<file path="src/rtl/i2s_tx_unit.sv">
`default_nettype none
// ============================================================================
// Module      : i2s_tx_unit
// Description : One-deep stereo sample buffer feeding an I2S serialiser, with
//               per-frame sample request, underrun/overrun flags and clean stop.
// Revision    : 1.0 - initial release
// ============================================================================
module i2s_tx_unit #(
    parameter int SCK_DIV   = 4,
    parameter int DATA_BITS = 24,
    parameter int SLOT_BITS = 32
) (
    input  logic                      clk,
    input  logic                      rst_n,
    input  logic                      play_in,
    input  logic [1:0][DATA_BITS-1:0] audio_in,
    input  logic                      valid_in,
    output logic                      req_out,
    output logic                      sck_out,
    output logic                      ws_out,
    output logic                      sdo_out,
    output logic                      underrun_out,
    output logic                      overrun_out
);

    localparam int c_div_w = (SCK_DIV > 2) ? $clog2(SCK_DIV) : 1;
    localparam int c_bit_w = $clog2(2 * SLOT_BITS);

    localparam logic [c_div_w-1:0] c_div_last = c_div_w'(SCK_DIV - 1);
    localparam logic [c_div_w-1:0] c_div_half = c_div_w'(SCK_DIV / 2);
    localparam logic [c_bit_w-1:0] c_bit_last = c_bit_w'(2 * SLOT_BITS - 1);
    localparam logic [c_bit_w-1:0] c_ws_first = c_bit_w'(SLOT_BITS - 1);
    localparam logic [c_bit_w-1:0] c_ws_last  = c_bit_w'(2 * SLOT_BITS - 2);
    localparam logic [c_bit_w-1:0] c_slot     = c_bit_w'(SLOT_BITS);
    localparam logic [c_bit_w-1:0] c_data     = c_bit_w'(DATA_BITS);

    localparam logic [1:0] c_idle     = 2'd0;
    localparam logic [1:0] c_run      = 2'd1;
    localparam logic [1:0] c_stopping = 2'd2;

    logic [1:0]                r_state;
    logic [c_div_w-1:0]        r_div_cnt;
    logic [c_bit_w-1:0]        r_bit_cnt;
    logic [1:0][DATA_BITS-1:0] r_in_reg;
    logic [1:0][DATA_BITS-1:0] r_frame_reg;
    logic                      r_in_full;

    logic                      w_active;
    logic                      w_div_wrap;
    logic                      w_load;
    logic                      w_frame_end;
    logic                      w_right;
    logic [1:0][DATA_BITS-1:0] w_frame;
    logic [c_bit_w-1:0]        w_slot_bit;
    logic [DATA_BITS-1:0]      w_chan;
    logic [DATA_BITS-1:0]      w_chan_shifted;
    logic                      w_sdo;

    always_comb begin
        w_active    = (r_state == c_run) || (r_state == c_stopping);
        w_div_wrap  = (r_div_cnt == c_div_last);
        w_load      = w_active && (r_div_cnt == '0) && (r_bit_cnt == '0);
        w_frame_end = w_div_wrap && (r_bit_cnt == c_bit_last);
        // The load cycle already emits bit 0, so it must see the data being loaded.
        w_frame = r_frame_reg;
        if (w_load) begin
            w_frame = r_in_full ? r_in_reg : '0;
        end
        w_right        = (r_bit_cnt >= c_slot);
        w_slot_bit     = w_right ? (r_bit_cnt - c_slot) : r_bit_cnt;
        w_chan         = w_right ? w_frame[1] : w_frame[0];
        w_chan_shifted = w_chan << w_slot_bit;
        w_sdo          = (w_slot_bit < c_data) && w_chan_shifted[DATA_BITS-1];
    end

    always_ff @(posedge clk) begin
        if (!rst_n) begin
            r_state      <= c_idle;
            r_div_cnt    <= '0;
            r_bit_cnt    <= '0;
            r_in_reg     <= '0;
            r_frame_reg  <= '0;
            r_in_full    <= 1'b0;
            req_out      <= 1'b0;
            sck_out      <= 1'b0;
            ws_out       <= 1'b0;
            sdo_out      <= 1'b0;
            underrun_out <= 1'b0;
            overrun_out  <= 1'b0;
        end else begin
            req_out      <= w_load;
            underrun_out <= w_load && !r_in_full;
            // A strobe coinciding with a load refills a buffer that is being emptied.
            overrun_out  <= valid_in && r_in_full && !w_load;

            if (w_load) begin
                r_frame_reg <= w_frame;
                r_in_full   <= 1'b0;
            end
            if (valid_in) begin
                r_in_reg  <= audio_in;
                r_in_full <= 1'b1;
            end

            if (w_active) begin
                sck_out   <= (r_div_cnt >= c_div_half);
                ws_out    <= (r_bit_cnt >= c_ws_first) && (r_bit_cnt <= c_ws_last);
                sdo_out   <= w_sdo;
                r_div_cnt <= w_div_wrap ? '0 : r_div_cnt + 1'b1;
                if (w_div_wrap) begin
                    r_bit_cnt <= (r_bit_cnt == c_bit_last) ? '0 : r_bit_cnt + 1'b1;
                end
            end else begin
                sck_out   <= 1'b0;
                ws_out    <= 1'b0;
                sdo_out   <= 1'b0;
                r_div_cnt <= '0;
                r_bit_cnt <= '0;
            end

            case (r_state)
                c_idle: begin
                    if (play_in) r_state <= c_run;
                end
                c_run: begin
                    if (!play_in) r_state <= c_stopping;
                end
                c_stopping: begin
                    if (play_in)          r_state <= c_run;
                    else if (w_frame_end) r_state <= c_idle;
                end
                default: r_state <= c_idle;
            endcase
        end
    end

endmodule
`default_nettype wire

</file>
<file path="config.mk">
export PLATFORM = sky130hd
export DESIGN_NAME = i2s_tx_unit
export DESIGN_NICKNAME = d
export VERILOG_FILES = /design/src/rtl/i2s_tx_unit.sv
export SDC_FILE = /design/constraint.sdc
export NUM_CORES = 1
export LEC_CHECK = 0
export CELL_PAD_IN_SITES_DETAIL_PLACEMENT = 1
export CELL_PAD_IN_SITES_GLOBAL_PLACEMENT = 1
export CORE_UTILIZATION = 40
export CTS_CLUSTER_SIZE = 24
export DETAILED_ROUTE_END_ITERATION = 7
export GPL_ROUTABILITY_DRIVEN = 1
export GPL_TIMING_DRIVEN = 0
export MAX_ROUTING_LAYER = met4
export PLACE_DENSITY_LB_ADDON = 0.1
export SYNTH_ARGS = -nofsm -noshare
export SYNTH_HDL_FRONTEND = slang
export SYNTH_SLANG_ARGS = --single-unit
</file>
<file path="constraint.sdc">
create_clock -name clk -period 6.5 [get_ports clk]
set_clock_uncertainty 0.1 [all_clocks]
set_input_delay 1.95 -clock clk [delete_from_list [all_inputs] [get_ports clk]]
set_output_delay 1.95 -clock clk [all_outputs]
set_load 0.02 [all_outputs]
</file>
## Word level (Yosys, flattened, before mapping)

Cells that the tools add are included.

- Register bits: 113
- Bits of input ports: 52
- Output and inout port bits: 6

- Add/sub/neg operators: 3
- $lt $le $gt $ge: 5
- Equality and inequality tests: 7
- Shifts and indexed selects: 1
- Muxes and demuxes: 12
- Bitwise logic cells: 2
- Reduce and logical (&&, ||, !) cells: 18

Operator list:

| cell | count |
|---|---|
| 2-to-1 mux 48 bit | 2 |
| 2-to-1 mux 24 bit | 1 |
| << shifter 24 x 6 -> 24 bit | 1 |
| 2-to-1 mux 6 bit | 2 |
| logical AND 1 bit | 8 |
| 2-to-1 mux 2 bit | 4 |
| adder 6 x 1 -> 6 bit, second input constant | 1 |
| == test 6 bit, second input constant | 1 |
| greater-or-equal comparator 6 x 5 -> 1 bit, second input constant | 1 |
| greater-or-equal comparator 6 bit, second input constant | 1 |
| <= comparator 6 bit, second input constant | 1 |
| logical NOT 6 bit | 1 |
| < comparator 6 x 5 -> 1 bit, second input constant | 1 |
| case mux 2 bit (3 select lines) | 1 |
| subtractor 6 bit, second input constant | 1 |
| == test 2 bit, second input constant | 2 |
| logical NOT 2 bit | 2 |
| != test 2 bit, second input constant | 2 |
| != test 3 bit, second input constant | 1 |
| AND reduction 3 bit | 1 |
| OR reduction 3 bit | 1 |
| adder 2 x 1 -> 2 bit, second input constant | 1 |
| == test 2 x 1 -> 1 bit, second input constant | 1 |
| greater-or-equal comparator 2 bit, second input constant | 1 |
| other kinds (6) | 9 |

## Depth between registers and ports, before layout

Gate-level depths: netlist of the first run.

- Word-level depth: 8
- Depth in mapped cells: 10
- Gate-level depth less buffers: 8

## Worst setup path before layout of the first run

No wires, ideal clock.

- Path kind: input to register
- From: input port valid_in
- To: register r_in_reg[0] (netlist bit)
- Data arrival time: 2.834 ns
- Data required time: 6.283 ns
- Path slack: 3.449 ns
- Stages: 4
- Path buffers: 2
- Cell sequence: clkbuf_1 -> buf_1 -> mux2i_1 -> nor2b_1

RTL lines:

| item | RTL line | source |
|---|---|---|
| start, declared | 17 | `input logic valid_in,` |
| end signal, assigned | 101 | `r_in_reg <= audio_in;` |
| end, declared | 44 | `logic [1:0][DATA_BITS-1:0] r_in_reg;` |

## Worst setup path after layout of the first run

- From: input port rst_n
- To: register r_state[1]

RTL lines:

| item | RTL line | source |
|---|---|---|
| start, declared | 14 | `input logic rst_n,` |
| end signal, assigned | 78 | `r_state <= c_idle;` |
| end signal, assigned | 123 | `if (play_in) r_state <= c_run;` |
| end signal, assigned | 126 | `if (!play_in) r_state <= c_stopping;` |
| end, declared | 41 | `logic [1:0] r_state;` |

No word-level cell between the ends.

==> impl_metrics.csv, run 1 <==
group,metric,value,unit
sta,drv_slew,0,
clock_network,clk_pin_slew,0.05,ns
floorplanning,row_count,40,
logic_synthesis,syn_inst,568,
global_routing,grt_max_degree,17,
sta,fin_crit,3.54,ns
clock_network,post_cts_buffers,0,
run_status,status,"finished clean",
clock_network,ctsHoldBuffers,0,
detailed_routing,vias,4413,
setup_path,cp.arrival,3.80,ns
setup_path,end_kind,"flip-flop",
detailed_routing,drtIter0Drc,194,
clock_network,cts-root-buf,"clkbuf_16",
sta,period_share,54.5,%
clock_network,cts_resized,0,
logic_synthesis,ys_seq_elements,113,
final_layout,multiInputGateArea,2630,µm²
logic_synthesis,synth_edf_count,0,
global_routing,grt_pass1_vias,4694,
floorplanning,coreArea,12300,µm²
logic_synthesis,synth_top_area_cell,"dfxtp_1",
final_layout,final_area,6550,µm²
logic_synthesis,yosysWarnings,0,
logic_synthesis,yosysSeqAreaShare,44.1,%
clock_network,h-tree-depth,4,
placed_design,gp_congestion,0.892,
pwr,switchingPower,0.750,mW
floorplanning,die_h,115,µm
placed_design,portBuffers,56,
final_layout,final_common_cell,"dfxtp_1",
placed_design,hpwlAfterDp,11.2,mm
setup_path,r2r_cells,10,
final_layout,antenna_cells,0,
pwr,peakVddDrop,233,µV
global_routing,antenna_found_initial,0,
detailed_routing,post-route-drc-count,0,
sta,tns,0,ns
hold_path,whs_path_depth,1,
pwr,leakagePower,2.39,nW
clock_network,worstSkewPairLatency,0.42,ns
sta,tightest_slew,0.945,ns
logic_synthesis,synthFlopType,"dfxtp_1",
pwr,p_sw_share,31.3,%
final_layout,utilization,53.4,%
global_routing,grt.overflow.total,0,
sta,setup_viol,0,
pwr,intPower,1.64,mW
sta,whs,0.360,ns
detailed_routing,postRouteWirelength,15.5,mm
detailed_routing,dr.pass1.iters,4,
logic_synthesis,yosysTopAreaCellShare,44.1,%
floorplanning,io_pins,58,
pwr,pwr-share-seq,32.2,%
logic_synthesis,synthArstFlopShare,0,%
hold_path,hold_class,"reg2reg",
clock_network,clock_path_buffers,2,
clock_network,cts_tree,"yes",
detailed_routing,wl_per_cell,18.8,µm
pwr,power_density,365,nW/µm²
logic_synthesis,synth.area.top_cells,"dfxtp_1, mux2i_1, nor2b_1, nand2_1, a21boi_0",
pwr,combPwrFrac,24.3,%
logic_synthesis,synth_fp_nets,631,
clock_network,clkSinkCount,113,
logic_synthesis,synth_area,5130,µm²
logic_synthesis,ys_types,50,
floorplanning,die_area,13300,µm²
setup_path,critPathKind,"in2reg",
final_layout,fill_cells,1401,
setup_path,worstSetupStartpointType,"input port",
final_layout,syn2layout_area_growth,27.7,%
detailed_routing,drt-vias-per-instance,5.36,
global_routing,grt_pass1_wl,25.1,mm
floorplanning,initial_core_util,41.8,%
setup_path,worstPathRequired,6.75,ns
final_layout,ff_latch_area,2260,µm²
pwr,clkPwrFrac,43.5,%
sta,rsz0062_at_grt,"false",
run,cap_violations,0,
clock_network,cts_made_buffers,17,
sta,max_freq,0.282,GHz
floorplanning,die_w,115,µm
setup_path,worst-path-max-fanout,10,
final_layout,mostFrequentLayoutCells,"dfxtp_1, nand2_1, nor2b_1",
global_routing,grtUsageTotal,26.7,%
logic_synthesis,synth.avg_cell_area,9.03,µm²
sta,finalHoldViolCount,0,
final_layout,drive_above_1_share,6.71,%
final_layout,nets,706,
detailed_routing,ant_nets,0,
sta,maxSlewHeadroom,37.0,%
placed_design,place_area,5900,µm²
-- power by group through the flow --
stage | Clock, mW | Sequential (mW) | Combinational (mW)
after floorplan | 0 | 0.782 | 0.360
after global placement | 0 | 0.782 | 0.570
after detailed placement | 0 | 0.785 | 0.582
after CTS | 1.05 | 0.771 | 0.588
after global routing | 1.09 | 0.776 | 0.638
final | 1.04 | 0.771 | 0.583
-- cell usage after synthesis, types with 3 or more instances --
cell and count:
nor2b_1 61, nor2_1 16, mux2i_1 56, a211oi_1 5, clkbuf_1 31, dfxtp_1 113, and2_1 11, a31oi_1 6
a21oi_1 16, xor2_1 3, nor3_1 16, nand4_1 4, ha_1 11, o211ai_1 8, a21boi_0 30, nand3_1 31
o21a_1 5, a311o_1 3, inv_1 6, o2111ai_1 3, nand2_1 62, o21ai_0 25, buf_1 7, buf_2 7
-- stage by stage --
stage / power, mW / instances / setup WS, ns
4_1_cts: 2.41 / 824 / 2.92
6_report: 2.39 / 824 / 2.96
5_1_grt: 2.50 / 824 / 2.84
3_3_place_gp: 1.35 / 792 / 2.55
2_1_floorplan: 1.14 / 568 / 3.45
3_5_place_dp: 1.37 / 792 / 2.49
-- logic make-up after synthesis --
logic type | synth area share, %
XOR/XNOR | 0.854
adder cells (fa/ha/maj) | 2.68
multiplexers | 10.9
buffers and inverters | 4.56
AO/OA/AOI/OAI | 14.6
flip-flops | 44.1
AND/OR/NAND/NOR | 22.2
-- worst max-delay path: stages --
cell             delay [ns]
clkdlybuf4s50_1        0.59
clkbuf_1               0.52
clkbuf_1               0.52
nor2b_1                0.20
-- path summary, 6_finish.rpt --
check                             startpoint            to  slack, ns
worst max-delay path                   rst_n    r_state[1]       2.96
worst min register to register  r_div_cnt[0]  r_div_cnt[0]       0.36
worst min-delay path            r_div_cnt[0]  r_div_cnt[0]       0.36
worst max register to register  r_bit_cnt[1]       sdo_out       3.09
-- layer usage --
layer,global-route usage (%),wire length (µm)
met4,11.9,394
met3,5.90,541
met5,-,0
met2,42.8,7430
met1,32.0,7140
-- final cells by class --
cell class | instances | share of cell area (%)
inverter | 7 | 0.401
clock buffer | 20 | 6.67
multi-input combinational | 400 | 40.2
tap | 168 | 3.21
sequential | 113 | 34.5
timing repair buffer | 56 | 8.56
clock inverter | 12 | 3.25
buffer | 48 | 3.17
(Power assumes the default switching activity.)
==> run 2, diff against run 1 <==
- CORE_UTILIZATION: 40 -> 39
- clock period: 6.5 -> 2.95 ns (I/O delays scaled with it)
==> impl_metrics.csv, run 2 (synthesized netlist as in run 1, its figures left out) <==
group,metric,value,unit
pwr,power_density,799,nW/µm²
floorplanning,io_pins,58,
setup_path,end_kind,"flip-flop",
sta,max_freq,0.349,GHz
pwr,peakVddDrop,354,µV
final_layout,fill_cells,1493,
global_routing,grtUsageTotal,25.8,%
detailed_routing,vias,4448,
hold_path,hold_class,"reg2reg",
setup_path,cp.arrival,3.04,ns
clock_network,cts-root-buf,"clkbuf_16",
pwr,pwr-share-seq,32.3,%
placed_design,portBuffers,56,
floorplanning,initial_core_util,40.3,%
pwr,switchingPower,1.66,mW
pwr,clkPwrFrac,42.1,%
hold_path,whs_path_depth,2,
final_layout,final_common_cell,"dfxtp_1",
clock_network,cts_tree,"yes",
setup_path,ff2ff_setup_slack,0.09,ns
clock_network,cts_made_buffers,17,
setup_path,crit_path_cell_trace,"inv_1 -> ha_2 -> or4b_4 -> buf_4 -> o21ai_1 -> o21ai_0 -> o21a_1 -> o32ai_1 -> a32oi_1",
run_status,status,"finished clean",
setup_path,rr_startpoint,"r_state[0]",
setup_path,cpPeakStageDelay,0.52,ns
detailed_routing,wl_per_cell,18.9,µm
final_layout,final_area,6590,µm²
clock_network,clk_pin_slew,0.05,ns
pwr,combPwrFrac,25.6,%
setup_path,worstPathRequired,3.13,ns
floorplanning,coreArea,12700,µm²
final_layout,syn2layout_area_growth,28.4,%
pwr,leakagePower,2.42,nW
placed_design,gp_congestion,0.907,
sta,setup_viol,0,
setup_path,slowest_stage,"or4b_4",
placed_design,place_area,5900,µm²
global_routing,antenna_found_initial,0,
floorplanning,die_area,13600,µm²
floorplanning,row_count,41,
hold_path,hold_start,"r_frame_reg[29]",
final_layout,multiInputGateArea,2650,µm²
global_routing,grt_pass1_vias,4553,
pwr,intPower,3.61,mW
final_layout,ff_latch_area,2260,µm²
detailed_routing,postRouteWirelength,15.7,mm
global_routing,grt_pass1_wl,24.7,mm
floorplanning,die_h,117,µm
setup_path,worst-path-max-fanout,10,
detailed_routing,drt-vias-per-instance,5.36,
setup_path,r2r_cells,9,
clock_network,clock_path_buffers,2,
global_routing,grt_max_degree,17,
final_layout,mostFrequentLayoutCells,"dfxtp_1, nand2_1, nor2b_1",
clock_network,h-tree-depth,4,
setup_path,worstSetupStartpointType,"flip-flop",
clock_network,worstSkewPairLatency,0.42,ns
sta,finalHoldViolCount,0,
clock_network,clkSinkCount,113,
detailed_routing,post-route-drc-count,0,
final_layout,antenna_cells,0,
sta,whs,0.368,ns
sta,fin_crit,2.86,ns
setup_path,r2r-end,"sdo_out",
placed_design,pre_cts_ws,-0.421,ns
placed_design,hpwlAfterDp,11.5,mm
final_layout,nets,708,
setup_path,critPathKind,"reg2reg",
pwr,p_sw_share,31.5,%
global_routing,grt.overflow.total,0,
floorplanning,die_w,117,µm
hold_path,holdPathEnd,"r_frame_reg[29]",
sta,maxSlewHeadroom,42.8,%
sta,drv_slew,0,
detailed_routing,dr.pass1.iters,4,
sta,setup_slack,0.0878,ns
sta,tightest_slew,0.858,ns
sta,period_share,97.0,%
detailed_routing,ant_nets,0,
final_layout,drive_above_1_share,8.66,%
run,cap_violations,0,
pwr,finalPower,5.26,mW
detailed_routing,drtIter0Drc,177,
[run 2: power groups by stage]
stage	Sequential (mW)	Combinational, mW	Clock (mW)
finish	1.70	1.35	2.22
global route	1.71	1.45	2.32
CTS	1.70	1.29	2.23
detailed placement	1.73	1.27	0
global placement	1.72	1.24	0
floorplan	1.72	0.793	0
[run 2: per-stage QoR]
stage / std cells / util [%] / TNS (ns)
final: 830 / 51.8 / 0
after global routing: 830 / 51.8 / -0.0227
after CTS: 828 / 51.5 / 0
after detailed placement: 796 / 46.4 / -8.57
after global placement: 796 / 46.4 / -8.22
after floorplan: 568 / - / 0
[run 2: timing repair]
item                                    in CTS  in global routing
endpoints found under the setup margin      38                  1
pin swaps                                    0                  1
setup buffers                                0                  2
hold buffers                                 0                  0
gates resized for setup                      6                  8
[run 2: per-layer routing]
| metal | wire length (µm) | track usage (%) |
|---|---|---|
| met5 | 0 | - |
| met3 | 550 | 5.14 |
| met1 | 7170 | 30.8 |
| met2 | 7650 | 42.1 |
| met4 | 320 | 11.1 |
[run 2: area by class of cell]
cell class,instances,area share [%]
clock inverters,12,2.85
clock buffers,20,6.78
well taps,172,3.27
flip-flops and latches,113,34.3
repair buffers,58,8.74
inverters,7,0.437
multi-input cells,400,40.3
plain buffers,48,3.32
[run 2: worst max-delay path by stage]
| stage | endpoint | slack (ns) | start | cells after the start |
|---|---|---|---|---|
| 2_1_floorplan | sdo_out | 0.56 | r_state[0] | 9 |
| 4_1_cts | sdo_out | 0.007 | r_bit_cnt[1] | 10 |
| 3_3_place_gp | sdo_out | -0.42 | r_bit_cnt[1] | 10 |
| 3_5_place_dp | sdo_out | -0.42 | r_bit_cnt[1] | 10 |
| 6_report | sdo_out | 0.09 | r_state[0] | 9 |
| 5_1_grt | sdo_out | -0.02 | r_state[0] | 9 |
[run 2: worst max-delay path, delay by kind of cell, from the launching register on]
kind / cells / cell delay, ns
flip-flops: 1 / 0.40
AND/OR/NAND/NOR: 1 / 0.52
AO/OA/AOI/OAI: 5 / 1.01
buffers and inverters: 2 / 0.30
adder cells (fa/ha/maj): 1 / 0.39
